--- config.mk ---
export PLATFORM = sky130hd
export DESIGN_NAME = resistor_pullup_rc
export DESIGN_NICKNAME = d
export VERILOG_FILES = /design/src/rtl/resistor_pullup_pkg.sv /design/src/rtl/resistor_pullup_cell.sv /design/src/rtl/resistor_pullup_rc.sv
export SDC_FILE = /design/constraint.sdc
export NUM_CORES = 1
export LEC_CHECK = 0
export CAP_MARGIN = 20
export CORE_UTILIZATION = 50
export CTS_BUF_LIST = sky130_fd_sc_hd__clkbuf_16
export CTS_CLUSTER_DIAMETER = 120
export DETAILED_ROUTE_END_ITERATION = 16
export PLACE_DENSITY = 0.84
export REMOVE_ABC_BUFFERS = 1
export SLEW_MARGIN = 0
export SYNTH_ARGS = -nofsm -noshare
export SYNTH_HDL_FRONTEND = slang
export SYNTH_HIERARCHICAL = 1
export SYNTH_SLANG_ARGS = --single-unit
--- constraint.sdc ---
create_clock -name CLK -period 2.05 [get_ports CLK]
set_clock_uncertainty 0.1 [all_clocks]
set_input_delay 0.205 -clock CLK [delete_from_list [all_inputs] [get_ports CLK]]
set_output_delay 0.205 -clock CLK [all_outputs]
set_load 0.05 [all_outputs]
--- src/rtl/resistor_pullup_pkg.sv ---
// Shared types and constants for the resistive pull-up line model.
// Optional feature macro: RESISTOR_PULLUP_GLITCH_COUNT_EN (adds GLITCH_COUNT on the top).
package resistor_pullup_pkg;

    // Per-channel line state; LOW must encode as zero so reset is all-zeros.
    typedef enum logic [1:0] {
        StLow    = 2'd0,
        StRising = 2'd1,
        StHigh   = 2'd2
    } line_state_e;

    localparam int unsigned GLITCH_W = 16;

    // Counter width able to hold 0..rise_cycles.
    function automatic int unsigned cnt_width(input int unsigned rise_cycles);
        return $clog2(rise_cycles + 1);
    endfunction

endpackage

--- src/rtl/resistor_pullup_cell.sv ---
// One open-drain channel: immediate fall, RC-style delayed rise, registered edge strobes.
// abort flags a rise that is cut short on this edge (RISING -> LOW).
module resistor_pullup_cell
    import resistor_pullup_pkg::*;
#(
    parameter int unsigned RISE_CYCLES = 4,
    parameter int unsigned CNT_W       = cnt_width(RISE_CYCLES)
) (
    input  logic clk,
    input  logic rst,
    input  logic released,
    output logic o,
    output logic rose,
    output logic fell,
    output logic abort
);

    localparam logic [CNT_W-1:0] CNT_LAST = CNT_W'(RISE_CYCLES - 1);

    line_state_e      state_q, state_d;
    logic [CNT_W-1:0] cnt_q, cnt_d;
    logic             rose_q, rose_d;
    logic             fell_q, fell_d;

    // Next-state, rise counter, edge strobes and abort detection.
    always_comb begin
        state_d = state_q;
        cnt_d   = cnt_q;
        abort   = 1'b0;
        unique case (state_q)
            StLow: begin
                if (released) begin
                    if (RISE_CYCLES == 1) begin
                        state_d = StHigh;
                    end else begin
                        state_d = StRising;
                        cnt_d   = CNT_W'(1);
                    end
                end
            end
            StRising: begin
                if (!released) begin
                    state_d = StLow;
                    cnt_d   = '0;
                    abort   = 1'b1;
                end else if (cnt_q == CNT_LAST) begin
                    state_d = StHigh;
                    cnt_d   = '0;
                end else begin
                    cnt_d = cnt_q + 1'b1;
                end
            end
            StHigh: begin
                if (!released) begin
                    state_d = StLow;
                end
            end
            default: begin
                state_d = StLow;
                cnt_d   = '0;
            end
        endcase
        rose_d = (state_d == StHigh) && (state_q != StHigh);
        fell_d = (state_q == StHigh) && (state_d != StHigh);
    end

    // State register; reset drops the line without a fall strobe.
    always_ff @(posedge clk or posedge rst) begin
        if (rst) begin
            state_q <= StLow;
            cnt_q   <= '0;
            rose_q  <= 1'b0;
            fell_q  <= 1'b0;
        end else begin
            state_q <= state_d;
            cnt_q   <= cnt_d;
            rose_q  <= rose_d;
            fell_q  <= fell_d;
        end
    end

    assign o    = (state_q == StHigh);
    assign rose = rose_q;
    assign fell = fell_q;

endmodule

--- src/rtl/resistor_pullup_rc.sv ---
// Multi-channel open-drain lines with resistive pull-ups and RC rise delay.
// Optional feature macro: RESISTOR_PULLUP_GLITCH_COUNT_EN adds a saturating
// GLITCH_COUNT of aborted rises summed over all channels.
module resistor_pullup_rc
    import resistor_pullup_pkg::*;
#(
    parameter int unsigned CHANNELS    = 8,
    parameter int unsigned RISE_CYCLES = 4,
    parameter int unsigned CNT_W       = cnt_width(RISE_CYCLES)
) (
    input  logic                CLK,
    input  logic                RESET,
    input  logic                VCC,
    input  logic [CHANNELS-1:0] DRIVE_LOW,
`ifdef RESISTOR_PULLUP_GLITCH_COUNT_EN
    output logic [GLITCH_W-1:0] GLITCH_COUNT,
`endif
    output logic [CHANNELS-1:0] O,
    output logic [CHANNELS-1:0] ROSE,
    output logic [CHANNELS-1:0] FELL
);

    logic [CHANNELS-1:0] released;
    logic [CHANNELS-1:0] abort;

    // A missing supply holds every line low regardless of drivers.
    assign released = ~DRIVE_LOW & {CHANNELS{VCC}};

    for (genvar i = 0; i < CHANNELS; i++) begin : g_cell
        resistor_pullup_cell #(
            .RISE_CYCLES (RISE_CYCLES),
            .CNT_W       (CNT_W)
        ) u_cell (
            .clk      (CLK),
            .rst      (RESET),
            .released (released[i]),
            .o        (O[i]),
            .rose     (ROSE[i]),
            .fell     (FELL[i]),
            .abort    (abort[i])
        );
    end

`ifdef RESISTOR_PULLUP_GLITCH_COUNT_EN
    logic [GLITCH_W-1:0] glitch_q, glitch_d;
    logic [31:0]         abort_sum;
    logic [31:0]         glitch_sum;

    // Add this cycle's abort popcount, saturating at all-ones.
    always_comb begin
        abort_sum = '0;
        for (int i = 0; i < CHANNELS; i++) begin
            abort_sum = abort_sum + 32'(abort[i]);
        end
        glitch_sum = 32'(glitch_q) + abort_sum;
        glitch_d   = (glitch_sum > 32'(16'hFFFF)) ? '1 : glitch_sum[GLITCH_W-1:0];
    end

    // Glitch accumulator register.
    always_ff @(posedge CLK or posedge RESET) begin
        if (RESET) begin
            glitch_q <= '0;
        end else begin
            glitch_q <= glitch_d;
        end
    end

    assign GLITCH_COUNT = glitch_q;
`else
    logic unused_abort;
    assign unused_abort = ^abort;
`endif

endmodule
Word level (Yosys, flattened, before mapping)

Index checks and enable logic that the tools add are counted.

$add $sub $neg: 8
Eq/ne operators: 56
Mux-type cells: 72
Bitwise gates (word level): 10
Reductions and logical operators: 32

Operators by type and width:

| kind                                                                  | count |
|---|---|
| 3-bit 2-to-1 mux                                                      | 24 |
| 3-bit one-hot mux with 3 select lines                                 | 8 |
| 2-bit 2-to-1 mux                                                      | 32 |
| 2-bit inequality test, second input constant                          | 24 |
| 2-bit one-hot mux with 3 select lines                                 | 8 |
| 2-bit equality test, second input constant                            | 16 |
| 3-bit by 1-bit adder with 3-bit output, second input constant         | 8 |
| 3-bit by 2-bit equality test with 1-bit output, second input constant | 8 |
| 2-bit by 1-bit equality test with 1-bit output, second input constant | 8 |
| 1-bit logical AND                                                     | 16 |
| 2-bit logical NOT                                                     | 8 |
| 2-bit AND reduction                                                   | 8 |
| 8-bit bitwise AND                                                     | 1 |
| 1-bit inverter                                                        | 8 |
| 8-bit inverter                                                        | 1 |

Register bits: 56
Input bits: 11
Output and inout bits: 24
Logic and storage cells: 210

Logic depth before layout (Yosys ltp)

Gate-level depths: netlist of run 1.

Word-level depth: 6
Mapped depth: 4
Gate-level depth less buffers: 4

Modules after synthesis

The synthesis of run 1 kept the hierarchy.

Modules (own cells, without submodules):

| module                                       | instances | cells each | area an instance (um^2) | seq. area each (um^2) |
|---|---|---|---|---|
| resistor_pullup_cell at g_cell[0].u_cell ... | 6         | 27         | 315.3                   | 175.2 |
| resistor_pullup_cell at g_cell[7].u_cell     | 1         | 25         | 311.5                   | 175.2 |
| resistor_pullup_cell at g_cell[4].u_cell     | 1         | 27         | 310.3                   | 175.2 |
| resistor_pullup_rc                           | 1         | 8          | 50.0                    | 0.0 |

Worst setup path after synthesis of run 1

No wires, ideal clock.

Kind: register to register
Start point: register g_cell[0].u_cell.state_q[0]
End point: register g_cell[0].u_cell.state_q[1]
Library setup time: 0.067 ns
Data arrival time: 1.406 ns
Required time: 1.883 ns
Setup slack: 0.476 ns
Cell stages (with the launch flop): 3
Path buffers: 0
Period minus slack after synthesis: 1.574 ns
Cells stage by stage: dfrtp_1 -> nor2b_1 -> o21a_1

Cells in the longest elaborated chain, start to end: 2
Elaborated cells on any way between the ends: 4
Those cells by class: eq/ne (2); mux (1); reduce/logical (1)

Ends and longest elaborated chain:

| element                               | RTL line                   | text |
|---|---|---|
| from (decl)                           | resistor_pullup_cell.sv:20 | `line_state_e state_q, state_d;` |
| from (signal assigned)                | resistor_pullup_cell.sv:70 | `state_q <= StLow;` |
| from (signal assigned)                | resistor_pullup_cell.sv:75 | `state_q <= state_d;` |
| 2-bit equality test                   | n/a                        |  |
| via O[0]                              | resistor_pullup_rc.sv:18   | `output logic [CHANNELS-1:0] O,` |
| 2-bit one-hot mux with 3 select lines | resistor_pullup_cell.sv:30 | `unique case (state_q)` |
| via g_cell[0].u_cell.state_d[1]       | resistor_pullup_cell.sv:20 |  |

The timed path passes the listed nets, and every way through them passes these cells.
A chain may end at the register's enable or synchronous reset.

Final worst setup path of run 1

Start point: register g_cell[1].u_cell.rose_q
End point: output port ROSE[1]

RTL lines:

| element                | RTL line                   | text |
|---|---|---|
| from (decl)            | resistor_pullup_cell.sv:22 | `logic rose_q, rose_d;` |
| from (signal assigned) | resistor_pullup_cell.sv:77 | `rose_q <= rose_d;` |
| to (decl)              | resistor_pullup_rc.sv:19   | `output logic [CHANNELS-1:0] ROSE,` |

No word-level cell between the ends.

==> results.json, run 1 <==
{
  "power_density_nw_per_um2": 744,
  "critPathTopFamily": "buffers and inverters",
  "dp.cells": 315,
  "power.internal_mw": 1.72,
  "clock_sinks": 56,
  "worst_pin_slew_ns": 0.505,
  "clk_latency_ns": 0.29,
  "grt_pass1_wl_mm": 7.74,
  "cp_max_fo": 1,
  "clockRootBuffer": "clkbuf_16",
  "core_area_sq_um": 4790,
  "setup_viol": 0,
  "cts_tree": "built",
  "io_buffers": 34,
  "grt_max_degree": 18,
  "n_fill_cell": 399,
  "globalplace.congestion": 0.759,
  "crit_buf_inv": 1,
  "nNetsFinal": 274,
  "status": "complete, no violations",
  "critPathMaxStageDelay_ns": 0.80,
  "vias": 1634,
  "drcViolationCount": 0,
  "antenna_found_initial": 0,
  "p_leak_nw": 1.51,
  "drt_iter0_drc": 46,
  "ios": 35,
  "drv_slew": 0,
  "viasPerCell": 5.06,
  "die_h_microns": 72.8,
  "final_layout_size_suffix_gt1_share_pct": 11.7,
  "netlist_area_sq_um": 2500,
  "clockBufferDepth": 2,
  "start_kind": "flop",
  "end_kind": "output pin",
  "vdd_drop_max_mv": 0.538,
  "fin_crit_sh_pct": 84.6,
  "drv_cap": 0,
  "grtUsageTotal_pct": 19.8,
  "final_cell_count_no_fill": 323,
  "placed_cell_area_sq_um": 2910,
  "grt_pass1_vias": 1734,
  "h-tree-depth": 2,
  "crit_type": "reg2out",
  "postLayoutCellArea_sq_um": 3050,
  "syn_inst": 214,
  "cts_setup_buffers": 0,
  "cts_buffers": 5,
  "min_path_type": "in2async",
  "max_slew_margin_pct": 66.2,
  "pwr-share-seq_pct": 53.5,
  "wl_per_cell_microns": 13.7,
  "clk_pin_slew_worst_paths_ns": 0.07,
  "hpwl_mm": 3.16,
  "final_util_pct": 63.7,
  "num_antenna_cells": 0,
  "yosys_warnings": 6,
  "area_delta_synth_final_pct": 21.8,
  "routed_wirelength_mm": 4.42,
  "gr-total-overflow": 0,
  "whs_ns": 0.299,
  "fin_crit_ns": 1.73,
  "cts_resized": 0,
  "clkPwrFrac_pct": 36.7,
  "layout.area.seq_sq_um": 1400,
  "drtPass1Iterations": 4,
  "fin_setup_tns_ns": 0,
  "crit_chain": "clkdlybuf4s50_1",
  "crit_arrival_ns": 1.43,
  "cpMaxStageDelayCell": "clkdlybuf4s50_1",
  "rsz0062_at_grt": "false",
  "p_sw_share_pct": 24.2,
  "worstPathRequired_ns": 1.75,
  "p_sw_uw": 550,
  "drtAntennaViolNets": 0,
  "die_area_sq_um": 5290,
  "multi_input_area_sq_um": 1070,
  "cts_hold_buf": 0,
  "hold_viol_final": 0,
  "fp.dieW_microns": 72.8,
  "rows": 25,
  "combPwrFrac_pct": 9.8,
  "clock.fmax_ghz": 0.577,
  "synth_area_per_cell_sq_um": 11.7,
  "start_util_pct": 52.3
}
==> power groups by stage <==
stage	registers (mW)	clock network (mW)	logic [mW]
3_3_place_gp	1.23	0	0.210
3_5_place_dp	1.23	0	0.222
6_report	1.21	0.833	0.221
2_1_floorplan	1.22	0	0.155
4_1_cts	1.21	0.852	0.225
5_1_grt	1.22	0.891	0.254
==> registers in the layout, indices dropped and copies added, names as in the netlist <==
signal                 count
g_cell.u_cell/cnt_q       24
g_cell.u_cell/fell         8
g_cell.u_cell/rose         8
g_cell.u_cell/state_q     16
==> layer usage <==
metal  wire length (microns)  up-vias  global-route usage, %
met1                    1900      791                   22.3
met3                     154        8                   3.87
met5                       0        -                      0
met4                      97        0                   10.7
li1                        -      808                      -
met2                    2270       27                   35.3
==> metrics by stage <==
step	total power [mW]	setup WS, ns
global placement	1.44	0.223
global route	2.37	0.282
floorplan	1.38	0.484
detailed placement	1.46	0.177
CTS	2.29	0.309
finish	2.27	0.316
==> layout by cell type (no fill, tap or decap), types with 5 or more instances in the layout <==
cell and instances:
buf_4 8, inv_1 8, nand2b_1 8, clkdlybuf4s50_1 26, nand3b_1 7, nor3b_2 6, nand3_1 7, and2b_1 15
clkbuf_16 5, dfrtp_1 56, and2_1 7, ha_1 8, o21a_1 23, nand2_1 7, nor2b_1 17, and3b_1 8
nor2b_2 7, a21oi_1 7, nor2_1 8, o21ai_0 9
==> worst paths after layout <==
path / startpoint / to / slack [ns] / depth (start not counted)
worst max-delay path: g_cell[1].u_cell/rose / ROSE[1] / 0.32 / 1
worst min-delay path: RESET / g_cell[1].u_cell/state_q[1] / 0.30 / 2
worst max register to register: g_cell[5].u_cell/cnt_q[0] / g_cell[5].u_cell/state_q[1] / 0.67 / 4
worst min register to register: g_cell[7].u_cell/cnt_q[2] / g_cell[7].u_cell/cnt_q[2] / 0.39 / 1
max in group asynchronous: RESET / g_cell[4].u_cell/state_q[1] / 1.31 / 2
min in group CLK: g_cell[7].u_cell/cnt_q[2] / g_cell[7].u_cell/cnt_q[2] / 0.39 / 1
==> layout make-up <==
class / count / area share (%)
multi-input combinational: 150 / 35.2
tap: 67 / 2.75
timing repair buffer: 34 / 10.5
clock buffer: 5 / 4.10
clock inverter: 3 / 0.574
sequential: 56 / 45.9
inverter: 8 / 0.984
Power figures use the tool's default switching activity.
==> run 2, diff against run 1 <==
--- a/config.mk
+++ b/config.mk
@@ -6,11 +6,11 @@
 export NUM_CORES = 1
 export LEC_CHECK = 0
 export CAP_MARGIN = 20
-export CORE_UTILIZATION = 50
+export CORE_UTILIZATION = 49
 export CTS_BUF_LIST = sky130_fd_sc_hd__clkbuf_16
 export CTS_CLUSTER_DIAMETER = 120
 export DETAILED_ROUTE_END_ITERATION = 16
-export PLACE_DENSITY = 0.84
+export PLACE_DENSITY = 0.85
 export REMOVE_ABC_BUFFERS = 1
 export SLEW_MARGIN = 0
 export SYNTH_ARGS = -nofsm -noshare
==> constraint.sdc (replaced) <==
create_clock -name CLK -period 1.43 [get_ports CLK]
set_clock_uncertainty 0.1 [all_clocks]
set_input_delay 0.143 -clock CLK [delete_from_list [all_inputs] [get_ports CLK]]
set_output_delay 0.143 -clock CLK [all_outputs]
set_load 0.05 [all_outputs]
==> results.json, run 2 (synthesis results as in run 1) <==
{
  "drtPass1Iterations": 4,
  "hold_viol_final": 0,
  "clockRootBuffer": "clkbuf_16",
  "crit_type": "in2reg",
  "n_fill_cell": 323,
  "final_util_pct": 72.6,
  "fin_crit_ns": 1.48,
  "viasPerCell": 5.17,
  "p_leak_nw": 1.70,
  "drt_iter0_drc": 85,
  "clock_sinks": 56,
  "crit_buf_inv": 2,
  "top_register": "g_cell.u_cell/cnt_q",
  "setup_viol": 1,
  "drv_slew": 0,
  "pre_cts_slack_ns": -0.297,
  "postLayoutCellArea_sq_um": 3500,
  "clk_latency_ns": 0.28,
  "hpwl_mm": 3.57,
  "grt_max_degree": 15,
  "grt_pass1_vias": 1778,
  "crit_arrival_ns": 1.60,
  "min_path_type": "in2async",
  "globalplace.congestion": 0.762,
  "antenna_found_initial": 0,
  "status": "complete, but fails checks",
  "io_buffers": 34,
  "final_cell_mix": "56 x dfrtp_1, 24 x buf_12, 23 x o21a_1",
  "placed_cell_area_sq_um": 3300,
  "num_antenna_cells": 0,
  "final_common_cell": "dfrtp_1",
  "vias": 1747,
  "multi_input_area_sq_um": 1140,
  "grt_pass1_wl_mm": 7.95,
  "clk_pin_slew_worst_paths_ns": 0.06,
  "violations": "setup timing",
  "max_slew_margin_pct": 75.2,
  "die_h_microns": 73.5,
  "cts_tree": "built",
  "reg.largest.list": "g_cell.u_cell/cnt_q: 24 flops, g_cell.u_cell/state_q: 16 flops",
  "fp.dieW_microns": 73.5,
  "area_delta_synth_final_pct": 39.6,
  "cts_buffers": 5,
  "critPathMaxStageDelay_ns": 0.51,
  "worstPathRequired_ns": 1.55,
  "cpMaxStageDelayCell": "clkdlybuf4s50_1",
  "gr-total-overflow": 0,
  "drv_cap": 0,
  "die_area_sq_um": 5400,
  "whs_ns": 0.287,
  "layout.area.seq_sq_um": 1400,
  "ff2ff_path_depth": 4,
  "fin_setup_tns_ns": -0.0513,
  "wl_per_cell_microns": 14.3,
  "final_layout_size_suffix_gt1_share_pct": 27.7,
  "core_area_sq_um": 4820,
  "end_kind": "flop",
  "critPathTopFamily": "buffers and inverters",
  "vdd_drop_max_mv": 0.562,
  "clock.fmax_ghz": 0.675,
  "power_mw": 3.22,
  "cp_max_fo": 5,
  "reg2reg_from": "g_cell[4].u_cell/cnt_q[0]",
  "dp.cells": 333,
  "start_util_pct": 52.0,
  "largest_register_ffs": 24,
  "final_cell_count_no_fill": 338,
  "worst_pin_slew_ns": 0.371,
  "rows": 25,
  "layout_setup_ws_ns": -0.0513,
  "drcViolationCount": 0,
  "drtAntennaViolNets": 0,
  "rr_endpoint": "g_cell[4].u_cell/state_q[1]",
  "nNetsFinal": 292,
  "ios": 35,
  "power_density_nw_per_um2": 921,
  "start_kind": "input pin",
  "fin_crit_sh_pct": 104,
  "routed_wirelength_mm": 4.83,
  "grtUsageTotal_pct": 19.5,
  "crit_chain": "clkdlybuf4s50_1 -> buf_4 -> nor2b_2 -> nand2b_1 -> nor3b_1 -> o21a_1",
  "h-tree-depth": 2,
  "clockBufferDepth": 2,
  "rrSetupSlack_ns": 0.06
}
-- run 2: timing repair --
item                       4_1_cts  5_1_grt
gates resized for setup          9       11
hold buffers                     0        0
buffers inserted                 0        0
setup endpoints to repair        9       12
-- run 2: area by class of cell --
type	count	share of cell area, %
sequential	56	40.1
multi-input combinational	150	32.6
timing repair buffer	52	20.5
clock buffer	5	3.58
tap	67	2.40
inverter	8	0.859
-- run 2: report_power, final --
group / total [mW] / internal, mW / leakage [nW] / switching, mW
Combinational: 0.374 / 0.195 / 0.885 / 0.179
Clock: 1.10 / 0.620 / 0.0616 / 0.481
Sequential: 1.75 / 1.67 / 0.749 / 0.0807
-- run 2: routing by layer --
| layer | up-vias | share of wire, % | GRT usage (%) |
|---|---|---|---|
| met5 | - | 0 | 0 |
| met4 | 0 | 0.81 | 5.13 |
| met3 | 4 | 4.0 | 4.80 |
| met2 | 40 | 52 | 33.6 |
| met1 | 865 | 43 | 24.6 |
| li1 | 838 | - | - |
-- run 2: how the worst max path moves through the flow --
| stage | start | to | slack [ns] | cells past startpoint |
|---|---|---|---|---|
| finish | VCC | g_cell[4].u_cell/cnt_q[2] | -0.05 | 6 |
| global route | VCC | g_cell[4].u_cell/cnt_q[2] | -0.12 | 6 |
| CTS | g_cell[4].u_cell/state_q[0] | O[4] | 0.01 | 2 |
| detailed placement | VCC | g_cell[3].u_cell/cnt_q[2] | -0.30 | 6 |
| global placement | VCC | g_cell[3].u_cell/cnt_q[2] | -0.24 | 6 |
| floorplan | g_cell[0].u_cell/state_q[0] | g_cell[0].u_cell/state_q[1] | -0.14 | 2 |
==> run 3, diff against run 2 <==
--- a/config.mk
+++ b/config.mk
@@ -6,7 +6,9 @@
 export NUM_CORES = 1
 export LEC_CHECK = 0
 export CAP_MARGIN = 20
-export CORE_UTILIZATION = 49
+export CELL_PAD_IN_SITES_DETAIL_PLACEMENT = 1
+export CELL_PAD_IN_SITES_GLOBAL_PLACEMENT = 1
+export CORE_UTILIZATION = 39
 export CTS_BUF_LIST = sky130_fd_sc_hd__clkbuf_16
 export CTS_CLUSTER_DIAMETER = 120
 export DETAILED_ROUTE_END_ITERATION = 16
==> results.json, run 3 (synthesis results as in run 1) <==
{
  "drt_iter0_drc": 89,
  "hpwl_mm": 3.91,
  "viasPerCell": 5.07,
  "core_area_sq_um": 6060,
  "gr-total-overflow": 0,
  "die_h_microns": 82.1,
  "multi_input_area_sq_um": 1150,
  "cts_hold_buf": 0,
  "fp.dieW_microns": 82.1,
  "clockBufferDepth": 2,
  "wl_per_cell_microns": 16.1,
  "status": "complete, no violations",
  "final_cell_mix": "55 x dfrtp_1, 24 x buf_12, 23 x o21a_1",
  "grt_pass1_vias": 1936,
  "crit_chain": "nor2b_4 -> buf_12",
  "fin_crit_sh_pct": 97.3,
  "min_path_type": "in2async",
  "worst_pin_slew_ns": 0.353,
  "grt_max_degree": 17,
  "fin_crit_ns": 1.39,
  "area_delta_synth_final_pct": 41.5,
  "busiest_layer": "met2",
  "critPathMaxStageDelay_ns": 0.50,
  "cts_buffers": 5,
  "max_slew_margin_pct": 76.4,
  "grtUsageMet2_pct": 35.1,
  "critPathTopFamily": "flip-flops",
  "largest_register_ffs": 24,
  "power_density_nw_per_um2": 982,
  "grt_pass1_wl_mm": 9.49,
  "cpMaxStageDelayCell": "dfrtp_1",
  "crit_buf_inv": 1,
  "start_util_pct": 41.3,
  "n_fill_cell": 615,
  "nNetsFinal": 290,
  "clk_pin_slew_worst_paths_ns": 0.07,
  "vdd_drop_max_mv": 0.527,
  "ios": 35,
  "num_antenna_cells": 0,
  "top_register": "g_cell.u_cell/cnt_q",
  "drcViolationCount": 0,
  "io_buffers": 34,
  "clock.fmax_ghz": 0.718,
  "drtAntennaViolNets": 0,
  "cp_max_fo": 8,
  "p_leak_nw": 1.70,
  "grtUsageTotal_pct": 18.8,
  "clockRootBuffer": "clkbuf_16",
  "die_area_sq_um": 6740,
  "clk_latency_ns": 0.29,
  "antenna_found_initial": 0,
  "setup_viol": 0,
  "crit_arrival_ns": 1.15,
  "power_mw": 3.48,
  "grt_util_met1_pct": 22.6,
  "h-tree-depth": 2,
  "reg.largest.list": "g_cell.u_cell/cnt_q: 24 flops, g_cell.u_cell/state_q: 16 flops",
  "grt_use_met3_pct": 3.74,
  "final_util_pct": 58.4,
  "clock_sinks": 56,
  "drv_slew": 0,
  "layout.area.seq_sq_um": 1400,
  "final_layout_size_suffix_gt1_share_pct": 27.9,
  "start_kind": "flop",
  "globalplace.congestion": 0.773,
  "end_kind": "output pin",
  "crit_type": "reg2out",
  "hold_viol_final": 0,
  "drtPass1Iterations": 4,
  "whs_ns": 0.265,
  "rows": 28,
  "cts_tree": "built",
  "drv_cap": 0,
  "final_common_cell": "dfrtp_1",
  "vias": 1760,
  "routed_wirelength_mm": 5.59,
  "worstPathRequired_ns": 1.19
}
-- run 3: changes by cell type in the layout (fill, tap and decap cells not counted) --
cell       previous run  this run
buf_4                18        16
bufinv_16             0         1
clkinv_1              0         2
dfrtp_1              56        55
dfrtp_2               0         1
nor2b_1               4         3
nor2b_2              13        12
nor2b_4               8        10
-- run 3: worst register-to-register path: cells and delay by family (launching register included) --
kind	cells	cell delay, ns
DFF	1	0.40
AOI/OAI and AO/OA	1	0.16
adders and majority gates	1	0.24
and+or+nand+nor	2	0.37
-- run 3: worst paths after layout --
| check | end | slack [ns] | from | depth (start not counted) |
|---|---|---|---|---|
| setup / recovery | O[7] | 0.04 | g_cell[7].u_cell/state_q[0] | 2 |
| hold / removal | g_cell[6].u_cell/fell | 0.27 | RESET | 2 |
| setup reg to reg | g_cell[5].u_cell/state_q[1] | 0.06 | g_cell[5].u_cell/cnt_q[0] | 4 |
| hold reg to reg | g_cell[4].u_cell/cnt_q[2] | 0.41 | g_cell[4].u_cell/cnt_q[2] | 1 |
| max in group asynchronous | g_cell[3].u_cell/cnt_q[1] | 0.70 | RESET | 2 |
| min in group CLK | g_cell[4].u_cell/cnt_q[2] | 0.41 | g_cell[4].u_cell/cnt_q[2] | 1 |
-- run 3: final cells by class --
cell class	count	area share [%]
well taps	75	2.65
multi-input cells	150	32.5
repair buffers	50	19.8
clock buffers	5	3.53
clock inverters	3	1.06
inverters	8	0.848
flip-flops and latches	56	39.6
-- run 3: through the flow --
step | TNS [ns] | setup WS, ns | std cells | cell area [sq um]
after floorplan | -1.84 | -0.136 | 214 | 2500
after CTS | 0 | 0.00790 | 346 | 3480
after global placement | -3.25 | -0.187 | 338 | 3290
after detailed placement | -4.58 | -0.243 | 338 | 3290
after global routing | -0.0300 | -0.0120 | 347 | 3540
final | 0 | 0.0382 | 347 | 3540
-- run 3: metal layers --
layer / up-vias / part of all wire, %
met3: 4 / 2.1
met2: 25 / 55
met5: - / 0
met1: 897 / 43
li1: 834 / -
met4: 0 / 0.59
-- run 3: repair_timing --
item,4_1_cts,5_1_grt
setup endpoints to repair,8,16
buffers inserted,0,1
resized for setup,9,15
-- run 3: where the power goes --
group	leakage [nW]	switching, mW	internal, mW	total, mW
Combinational	0.877	0.186	0.192	0.378
Sequential	0.748	0.0875	1.67	1.75
Clock	0.0789	0.533	0.815	1.35
Total	1.70	0.807	2.67	3.48
